[config.mk]
export PLATFORM = sky130hd
export DESIGN_NAME = mem_stage
export DESIGN_NICKNAME = d
export VERILOG_FILES = /design/src/rtl/mem_stage.sv
export SDC_FILE = /design/constraint.sdc
export NUM_CORES = 1
export LEC_CHECK = 0
export ABC_CLOCK_PERIOD_IN_PS = 3650
export BUFFER_PORTS_ARGS = -buffer_cell sky130_fd_sc_hd__buf_2
export CORE_AREA = 2 2 127 129
export CTS_BUF_LIST = sky130_fd_sc_hd__clkbuf_2
export CTS_CLUSTER_DIAMETER = 150
export CTS_CLUSTER_SIZE = 14
export DETAILED_ROUTE_END_ITERATION = 8
export DIE_AREA = 0 0 129 131
export GPL_TIMING_DRIVEN = 0
export HOLD_SLACK_MARGIN = 0.1
export SYNTH_ARGS = -nofsm -noshare
export SYNTH_HDL_FRONTEND = slang
export SYNTH_SLANG_ARGS = --single-unit
[constraint.sdc]
create_clock -name clk -period 3.65 [get_ports clk]
set_input_delay 0.73 -clock clk [delete_from_list [all_inputs] [get_ports clk]]
set_output_delay 0.73 -clock clk [all_outputs]
set_load 0.1 [all_outputs]
[src/rtl/mem_stage.sv]
// Memory pipeline stage: passes ALU results to writeback, or runs one
// data-memory transaction (with timeout) for loads and stores.
//
// Ports:
//   clk, rst          clock, async active-high reset
//   in_valid .. dst_addr
//                     execute-stage result and control
//   stall             high while a memory transaction is outstanding
//   dmem_*            data-memory request/response
//   wb_*              registered writeback bundle
//   err               one-cycle pulse on a faulted or timed-out access
module mem_stage #(
   parameter int MEM_AW  = 16,
   parameter int TIMEOUT = 15
) (
   input  logic              clk,
   input  logic              rst,
   input  logic              in_valid,
   input  logic              mem_read,
   input  logic              mem_write,
   input  logic              mem_to_reg,
   input  logic              reg_write,
   input  logic [31:0]       alu,
   input  logic [31:0]       rt,
   input  logic [4:0]        dst_addr,
   output logic              stall,
   output logic              dmem_req,
   output logic              dmem_we,
   output logic [MEM_AW-1:0] dmem_addr,
   output logic [31:0]       dmem_wdata,
   input  logic              dmem_ack,
   input  logic [31:0]       dmem_rdata,
   output logic              wb_valid,
   output logic              wb_reg_write,
   output logic [4:0]        wb_dst_addr,
   output logic [31:0]       wb_data,
   output logic              err
);

   typedef enum logic {IDLE, BUSY} state_t;

   localparam logic [7:0] LIMIT = 8'(TIMEOUT);

   state_t            state;
   logic [7:0]        cnt;
   logic [MEM_AW-1:0] c_addr;
   logic [31:0]       c_wdata;
   logic              c_we;
   logic [4:0]        c_dst;
   logic              c_rw;
   logic              c_m2r;

   logic op_mem;
   logic op_bad;
   logic addr_hi;

   // Any address bit above the memory's word-address range is a fault.
   assign addr_hi = (alu >> MEM_AW) != 32'd0;
   assign op_mem  = mem_read | mem_write;
   assign op_bad  = (mem_read & mem_write) | addr_hi;

   assign stall      = (state == BUSY);
   assign dmem_req   = (state == BUSY);
   assign dmem_we    = c_we;
   assign dmem_addr  = c_addr;
   assign dmem_wdata = c_wdata;

   always_ff @(posedge clk or posedge rst) begin
      if (rst) begin
         state        <= IDLE;
         cnt          <= '0;
         c_addr       <= '0;
         c_wdata      <= '0;
         c_we         <= 1'b0;
         c_dst        <= '0;
         c_rw         <= 1'b0;
         c_m2r        <= 1'b0;
         wb_valid     <= 1'b0;
         wb_reg_write <= 1'b0;
         wb_dst_addr  <= '0;
         wb_data      <= '0;
         err          <= 1'b0;
      end else begin
         err <= 1'b0;
         unique case (state)
            IDLE: begin
               if (!in_valid) begin
                  wb_valid     <= 1'b0;
                  wb_reg_write <= 1'b0;
               end else if (!op_mem) begin
                  wb_valid     <= 1'b1;
                  wb_reg_write <= reg_write;
                  wb_dst_addr  <= dst_addr;
                  wb_data      <= alu;
               end else if (op_bad) begin
                  err          <= 1'b1;
                  wb_valid     <= 1'b1;
                  wb_reg_write <= 1'b0;
               end else begin
                  state        <= BUSY;
                  cnt          <= '0;
                  c_addr       <= alu[MEM_AW-1:0];
                  c_wdata      <= rt;
                  c_we         <= mem_write;
                  c_dst        <= dst_addr;
                  c_rw         <= reg_write;
                  c_m2r        <= mem_to_reg;
                  wb_valid     <= 1'b0;
                  wb_reg_write <= 1'b0;
               end
            end
            BUSY: begin
               // An ack on the limit cycle still counts as completion.
               if (dmem_ack) begin
                  state       <= IDLE;
                  wb_valid    <= 1'b1;
                  wb_dst_addr <= c_dst;
                  if (c_we) begin
                     wb_reg_write <= 1'b0;
                  end else begin
                     wb_reg_write <= c_rw;
                     wb_data      <= c_m2r ? dmem_rdata : 32'(c_addr);
                  end
               end else if (cnt == LIMIT) begin
                  state        <= IDLE;
                  err          <= 1'b1;
                  wb_valid     <= 1'b1;
                  wb_reg_write <= 1'b0;
               end else begin
                  cnt <= cnt + 8'd1;
               end
            end
            default: state <= IDLE;
         endcase
      end
   end

endmodule

### Word level (Yosys, flattened, before mapping)

Cells that the tools add are included.

| cells by class | value |
|---|---|
| equality and inequality tests | 10 |
| reductions and logical operators | 5 |
| bitwise logic cells | 5 |
| mux-type cells | 39 |
| add/sub/neg operators | 1 |

Operator list:

| operator | count |
|---|---|
| 32-bit two-way mux | 5 |
| 32-bit case mux with 2 select lines | 1 |
| 8-bit two-way mux | 5 |
| 32-bit nonzero test | 1 |
| 1-bit two-way mux | 19 |
| 2-bit != test, second input constant | 8 |
| 8-bit case mux with 2 select lines | 1 |
| 5-bit two-way mux | 3 |
| 5-bit case mux with 2 select lines | 1 |
| 8-bit by 1-bit adder with 8-bit output, second input constant | 1 |
| 8-bit by 4-bit equality test with 1-bit output, second input constant | 1 |
| 1-bit case mux with 2 select lines | 4 |
| 4-bit AND reduction | 2 |
| 5-bit AND reduction | 1 |
| 3-bit by 2-bit != test with 1-bit output, second input constant | 1 |
| 3-bit AND reduction | 1 |
| 1-bit inverter | 2 |
| 1-bit bitwise OR | 2 |
| 1-bit AND | 1 |

| word-level totals | value |
|---|---|
| logic and storage cells | 73 |
| output and inout bits | 91 |
| register bits | 105 |

### Logic depth before layout (Yosys ltp)

Gate-level depths: netlist of run 1.

| logic depth | value |
|---|---|
| depth in word-level cells | 6 |
| gate-level depth with buffers | 6 |

### Worst setup path before layout of run 1

No wires, ideal clock.

| timing | value |
|---|---|
| kind | register -> register |
| start | reg state (netlist: dmem_req) |
| end | reg wb_data[16] |
| path slack | 1.309 ns |
| library setup time | 0.083 ns |
| cell stages (with the launch flop) | 6 |
| arrival time | 2.258 ns |
| path through | dfrtp_1 clkinv_1 mux2i_1 clkbuf_1 nand2_1 o21ai_0 |

| on the way | value |
|---|---|
| longest elaborated chain between the ends | 3 |
| elaborated cells between the ends (all ways) | 7 |

Ends and longest elaborated chain:

| what | line | text |
|---|---|---|
| start: declaration | 44 | `state_t state;` |
| start signal: assignment | 70 | `state <= IDLE;` |
| start signal: assignment | 100 | `state <= BUSY;` |
| start signal: assignment | 115 | `state <= IDLE;` |
| 1-bit inverter (no line) | -- |  |
| 2-bit != test (no line) | -- |  |
| 4-bit AND reduction (no line) | -- |  |
| end signal: assignment | 94 | `wb_data <= alu;` |
| end signal: assignment | 122 | `wb_data <= c_m2r ? dmem_rdata : 32'(c_addr);` |
| end: declaration | 36 | `output logic [31:0] wb_data,` |

Parallel ways exist; a longest one is shown, timed or not.
A chain may end at the register's enable or synchronous reset.

### Worst setup path in the final report of run 1

| timing | value |
|---|---|
| start | reg state (netlist: dmem_req) |
| end | out stall |

RTL lines:

| what | line | text |
|---|---|---|
| end: declaration | 26 | `output logic stall,` |

No word-level cell between the ends.

==> impl_metrics.yaml, run 1 <==
flow_run:
  cap_violations: 0
layout:
  drive_above_1_share: 0.397
  diodes: 0
  fill_cells: 1532
  syn_to_final_growth_pct: 30.7
  fin_nets: 722
  fin_util: 0.384
setup_path:
  endpoint_kind: "primary output"
  reg2reg_setup_slack_ps: 1400
  reg2reg_depth: 4
  start_kind: "flop"
  setup.worst_path.class: "flop to primary output"
  rr_startpoint: "dmem_req"
  worstPathMaxFanout: 7
  r2r-end: "wb_data[25]"
  cp.required_ps: 2920
  critPathArrivalTime_ps: 1760
route:
  firstDrtPassIters: 4
  drt.antenna.violating_nets: 0
  wl_per_cell_um: 16.2
  drt_iter0_markers: 156
  wl_um: 13500
  via_per_inst: 4.66
  dr_total_vias: 3879
  drc: 0
logic_synthesis:
  yosysTopAreaCell: "dfrtp_1"
  synthFlopType: "dfrtp_1"
  syn_area_per_cell_sq_um: 11.4
  ys_ff_latch: 105
  synth_warnings: 0
  synthTopCellsByArea: "dfrtp_1 (57%), mux2_1 (9.8%), mux2i_1 (5.0%), o21ai_0 (4.8%), mux2_2 (3.9%)"
  synth_nets: 511
  netlist_instances: 401
  synth_top_area_share: 0.573
  ys_types: 34
  async_flop_share: 1.00
  syn_area_sq_um: 4590
  synth_edf_count: 0
  ys_seq_area_frac: 0.573
pwr:
  power_mw: 2.57
  max-vdd-ir-drop_v: 0.000184
  leakage_nw: 3.19
  p_per_area_nw_per_um2: 429
timing:
  rsz0062_at_grt: "false"
  setup_viol: 0
  period_minus_slack_ps: 2490
  relSlewSlack: 0.417
  hold_violations: 0
  max_freq_ghz: 0.402
  finalClockSkew_ps: 24.4
  tightest_slew_ps: 851
  final.period_utilization: 0.681
  tns_ps: 0
  slew_viol_final: 0
  whs_ps: 212
clock_network:
  cts.sinks: 105
  clkTransAtPathRegs_ps: 290
  ctsHoldBuffers: 0
  cts_resized: 0
  h-tree-depth: 3
  clock_latency_ps: 590
  cts_tree: "yes"
  cts_made_buffers: 9
  post_cts_buffers: 0
  root_buffer: "clkbuf_2"
  clk_path_buf_depth: 2
floorplanning:
  die_area_sq_um: 16900
  die_h_um: 131
  core_sq_um: 15600
  ios: 200
  die_x_um: 129
  rows: 46
  start_util: 0.294
global_route:
  grt_first_pass_wirelength_um: 20300
  antenna_found_initial: 1
  track_usage: 0.159
  grt_start_max_net_pins: 55
  grt_pass1_vias: 3940
  grt_overflow: 0
hold_path:
  hp-class: "input pin to asynchronous set/reset pin"
place:
  hpwl_um: 10400
  globalplace.congestion: 0.768
  numPortBuffers: 199
outcome:
  status: "finished, final reports clean"
[synth_stat cells, types with 2 or more instances]
master,n
o22ai_1,5
o21ai_1,2
a22oi_1,15
mux2_2,16
buf_6,4
mux2i_1,23
nand2_1,43
nor3_1,3
and3_1,2
buf_2,6
nor2_1,23
a21oi_1,18
dfrtp_1,105
a31oi_1,2
inv_1,7
o21ai_0,44
clkbuf_1,12
buf_4,2
mux2_1,40
a21o_1,2
nand3_1,7
nor2b_1,3
nor4_1,6
[layer usage]
layer	part of all wire	up-vias	global-route usage
met2	0.48	164	0.265
met3	0.073	18	0.0428
met1	0.43	1856	0.198
li1	-	1841	-
met4	0.014	0	0.0595
met5	0	-	0
[cell usage in the layout, fill, tap and decap left out, types with 6 or more instances in the layout]
cell type  count
a22oi_1       15
mux2i_1       23
nor2_1        23
dfrtp_1      105
mux2_2        16
nor4_1         6
nand2_1       43
a21oi_1       18
inv_1          6
clkbuf_2      11
mux2_1        40
clkbuf_1      12
buf_2        205
nand3_1        7
o21ai_0       44
[worst max-delay path: stages, from the launching register on]
cell	delay, ps
dfrtp_1	610
buf_4	170
buf_2	410
[worst max-delay path by stage]
stage | from | end | cells past startpoint
2_1_floorplan | rst | c_dst[0] | 1
3_3_place_gp | rst | dmem_addr[8] | 2
3_5_place_dp | alu[25] | dmem_wdata[23] | 7
4_1_cts | dmem_req | stall | 2
5_1_grt | dmem_req | stall | 2
6_report | dmem_req | stall | 2
[where the power goes]
group	internal [mW]	switching, mW	total [mW]	leakage, nW
registers	1.23	0.0338	1.27	1.38
clock network	0.163	0.389	0.551	0.0719
logic	0.125	0.633	0.758	1.73
[final cells by class]
class                           instances  area, sq um  area share
Sequential cell                       105         2630       0.438
Multi-Input combinational cell        263         1790       0.299
Timing Repair Buffer                  200         1020       0.171
Tap cell                              216          270      0.0451
Buffer                                 25          139      0.0232
Clock inverter                          5         56.3     0.00939
Clock buffer                           11         55.1     0.00918
Inverter                                8         32.5     0.00542
[through the flow]
stage / instance area [sq um] / std cells / worst slack (ps)
after global placement: 5860 / 816 / -1040
after global routing: 6000 / 833 / 1010
after CTS: 6000 / 833 / 1050
final: 6000 / 833 / 1160
after detailed placement: 5890 / 817 / 776
after floorplan: 4590 / 401 / 159
[state kept, by name, indices dropped and copies added (netlist names)]
name          cells
dmem_wdata       32
cnt               8
wb_valid          1
dmem_req          1
c_dst             5
wb_dst_addr       5
dmem_we           1
err               1
wb_reg_write      1
c_m2r             1
wb_data          32
c_rw              1
dmem_addr        16
[kinds of logic after synthesis]
group	synth area share
XOR/XNOR	0.00382
buffers and inverters	0.0368
adder cells (fa/ha/maj)	0.00273
AND/OR/NAND/NOR	0.0875
AO/OA/AOI/OAI	0.109
multiplexers	0.188
flip-flops	0.573
Note: power is estimated with default switching activity, not from simulation.
==> run 2: changes to the inputs <==
Settings changed: ABC_CLOCK_PERIOD_IN_PS 3650 to 2550.
Clock period 3.65 ns to 2.55 ns, I/O delays scaled along.
==> run 2 against run 1 <==
  * First-iteration DRC count unchanged
  * Clock power up 39%
  * Routed wire length up 5.4%
  * Global-route usage up 0.81 points
  * Combinational power up 53%
  * Hold slack worse by 34 ps
  * Design area up 9.3%
  * Clock skew up 4.9 ps
  * Largest cell class unchanged
  * Largest power group unchanged
  * Highest routed layer unchanged
==> impl_metrics.yaml, run 2 (synthesis results as in run 1) <==
global_route:
  grt_pass1_vias: 4248
  grt_overflow: 0
  grt_start_max_net_pins: 43
  antenna_found_initial: 0
  grt_first_pass_wirelength_um: 21700
  track_usage: 0.167
clock_network:
  cts_resized: 0
  clock_latency_ps: 590
  cts.sinks: 105
  clk_path_buf_depth: 2
  clkTransAtPathRegs_ps: 280
  cts_made_buffers: 9
  h-tree-depth: 3
  cts_tree: "yes"
  root_buffer: "clkbuf_2"
setup_path:
  start_kind: "flop"
  setup.worst_path.class: "flop to flop"
  endpoint_kind: "flop"
  cp.required_ps: 3010
  worstPathMaxFanout: 10
  critPathArrivalTime_ps: 2770
layout:
  ff_latch_area_sq_um: 2630
  final_common_cell: "buf_2"
  fill_cells: 1521
  syn_to_final_growth_pct: 42.9
  fin_nets: 779
  drive_above_1_share: 0.361
  stdcell_area_sq_um: 6560
  multi_input_area_sq_um: 1790
  layout_common_cells: "buf_2 (205), dfrtp_1 (105), dlygate4sd3_1 (56)"
  diodes: 0
hold_path:
  hp-class: "input pin to flop"
floorplanning:
  core_sq_um: 15600
  die_x_um: 129
  start_util: 0.294
  rows: 46
  ios: 200
  die_area_sq_um: 16900
  die_h_um: 131
timing:
  max_freq_ghz: 0.432
  tns_ps: 0
  tightest_slew_ps: 871
  slew_viol_final: 0
  finalClockSkew_ps: 29.4
  final.period_utilization: 0.907
  setup_viol: 0
  relSlewSlack: 0.403
  period_minus_slack_ps: 2310
  hold_violations: 0
  rsz0062_at_grt: "false"
route:
  drc: 0
  dr_total_vias: 4077
  firstDrtPassIters: 4
  via_per_inst: 4.59
  drt_iter0_markers: 156
  wl_per_cell_um: 16.0
  drt.antenna.violating_nets: 0
  wl_um: 14200
place:
  post_dp_cell_area_sq_um: 5900
  numPortBuffers: 199
  globalplace.congestion: 0.800
  hpwl_um: 10200
pwr:
  leakage_nw: 3.42
  max-vdd-ir-drop_v: 0.000229
  p_per_area_nw_per_um2: 569
flow_run:
  cap_violations: 0
outcome:
  status: "finished, final reports clean"
-- run 2: changes by cell type in the layout (fill, tap and decap cells not counted) --
cell and change:
inv_4 -1, dlygate4sd3_1 +56, clkinv_4 -1, clkbuf_2 -1
clkinv_1 +2, buf_12 +2, buf_16 -1
-- run 2: path summary, 6_finish.rpt --
kind | start | to | slack [ps] | cells past startpoint
min in group asynchronous | rst | dmem_wdata[26] | 480 | 3
min | dmem_rdata[18] | wb_data[18] | 180 | 3
max | dmem_req | wb_data[31] | 240 | 4
max in group asynchronous | rst | wb_data[31] | 1450 | 4
max reg2reg | dmem_req | wb_data[31] | 240 | 4
min reg2reg | dmem_wdata[15] | dmem_wdata[15] | 510 | 1
-- run 2: cell type report --
type,instances,area share
clock inverter,5,0.00725
sequential,105,0.401
inverter,8,0.00515
buffer,25,0.0212
tap,216,0.0412
clock buffer,10,0.00763
timing repair buffer,257,0.243
multi-input combinational,263,0.273
-- run 2: per-stage QoR --
step,setup WS [ps],total power [mW],hold slack [ps],instances,util
detailed placement,-90.9,2.94,467,818,0.378
finish,237,3.73,178,889,0.420
global route,6.34,3.91,132,889,0.420
floorplan,209,2.67,458,401,-
global placement,-113,2.92,459,816,0.376
CTS,185,3.78,100,888,0.420
-- run 2: routing by layer --
metal	wire (um)	part of all wire	up-vias	GRT usage
met4	106	0.0075	0	0.0409
met3	943	0.066	7	0.0440
met2	6880	0.48	165	0.285
met1	6270	0.44	1958	0.211
met5	0	0	-	0
li1	-	-	1947	-
-- run 2: where the power goes --
group	internal [mW]	switching (mW)
Sequential	1.76	0.0515
Combinational	0.236	0.919
Clock	0.216	0.548
Total	2.22	1.52
-- run 2: timing repair --
action,4_1_cts,5_1_grt
buffers inserted,0,0
hold endpoints to repair,76,1
hold buffers,55,1
-- run 2: worst max-delay path, stage by stage, from the launching register on --
cell      delay (ps)
dfrtp_1          610
clkinv_1         250
mux2i_1          730
clkbuf_1         420
o21ai_0          170
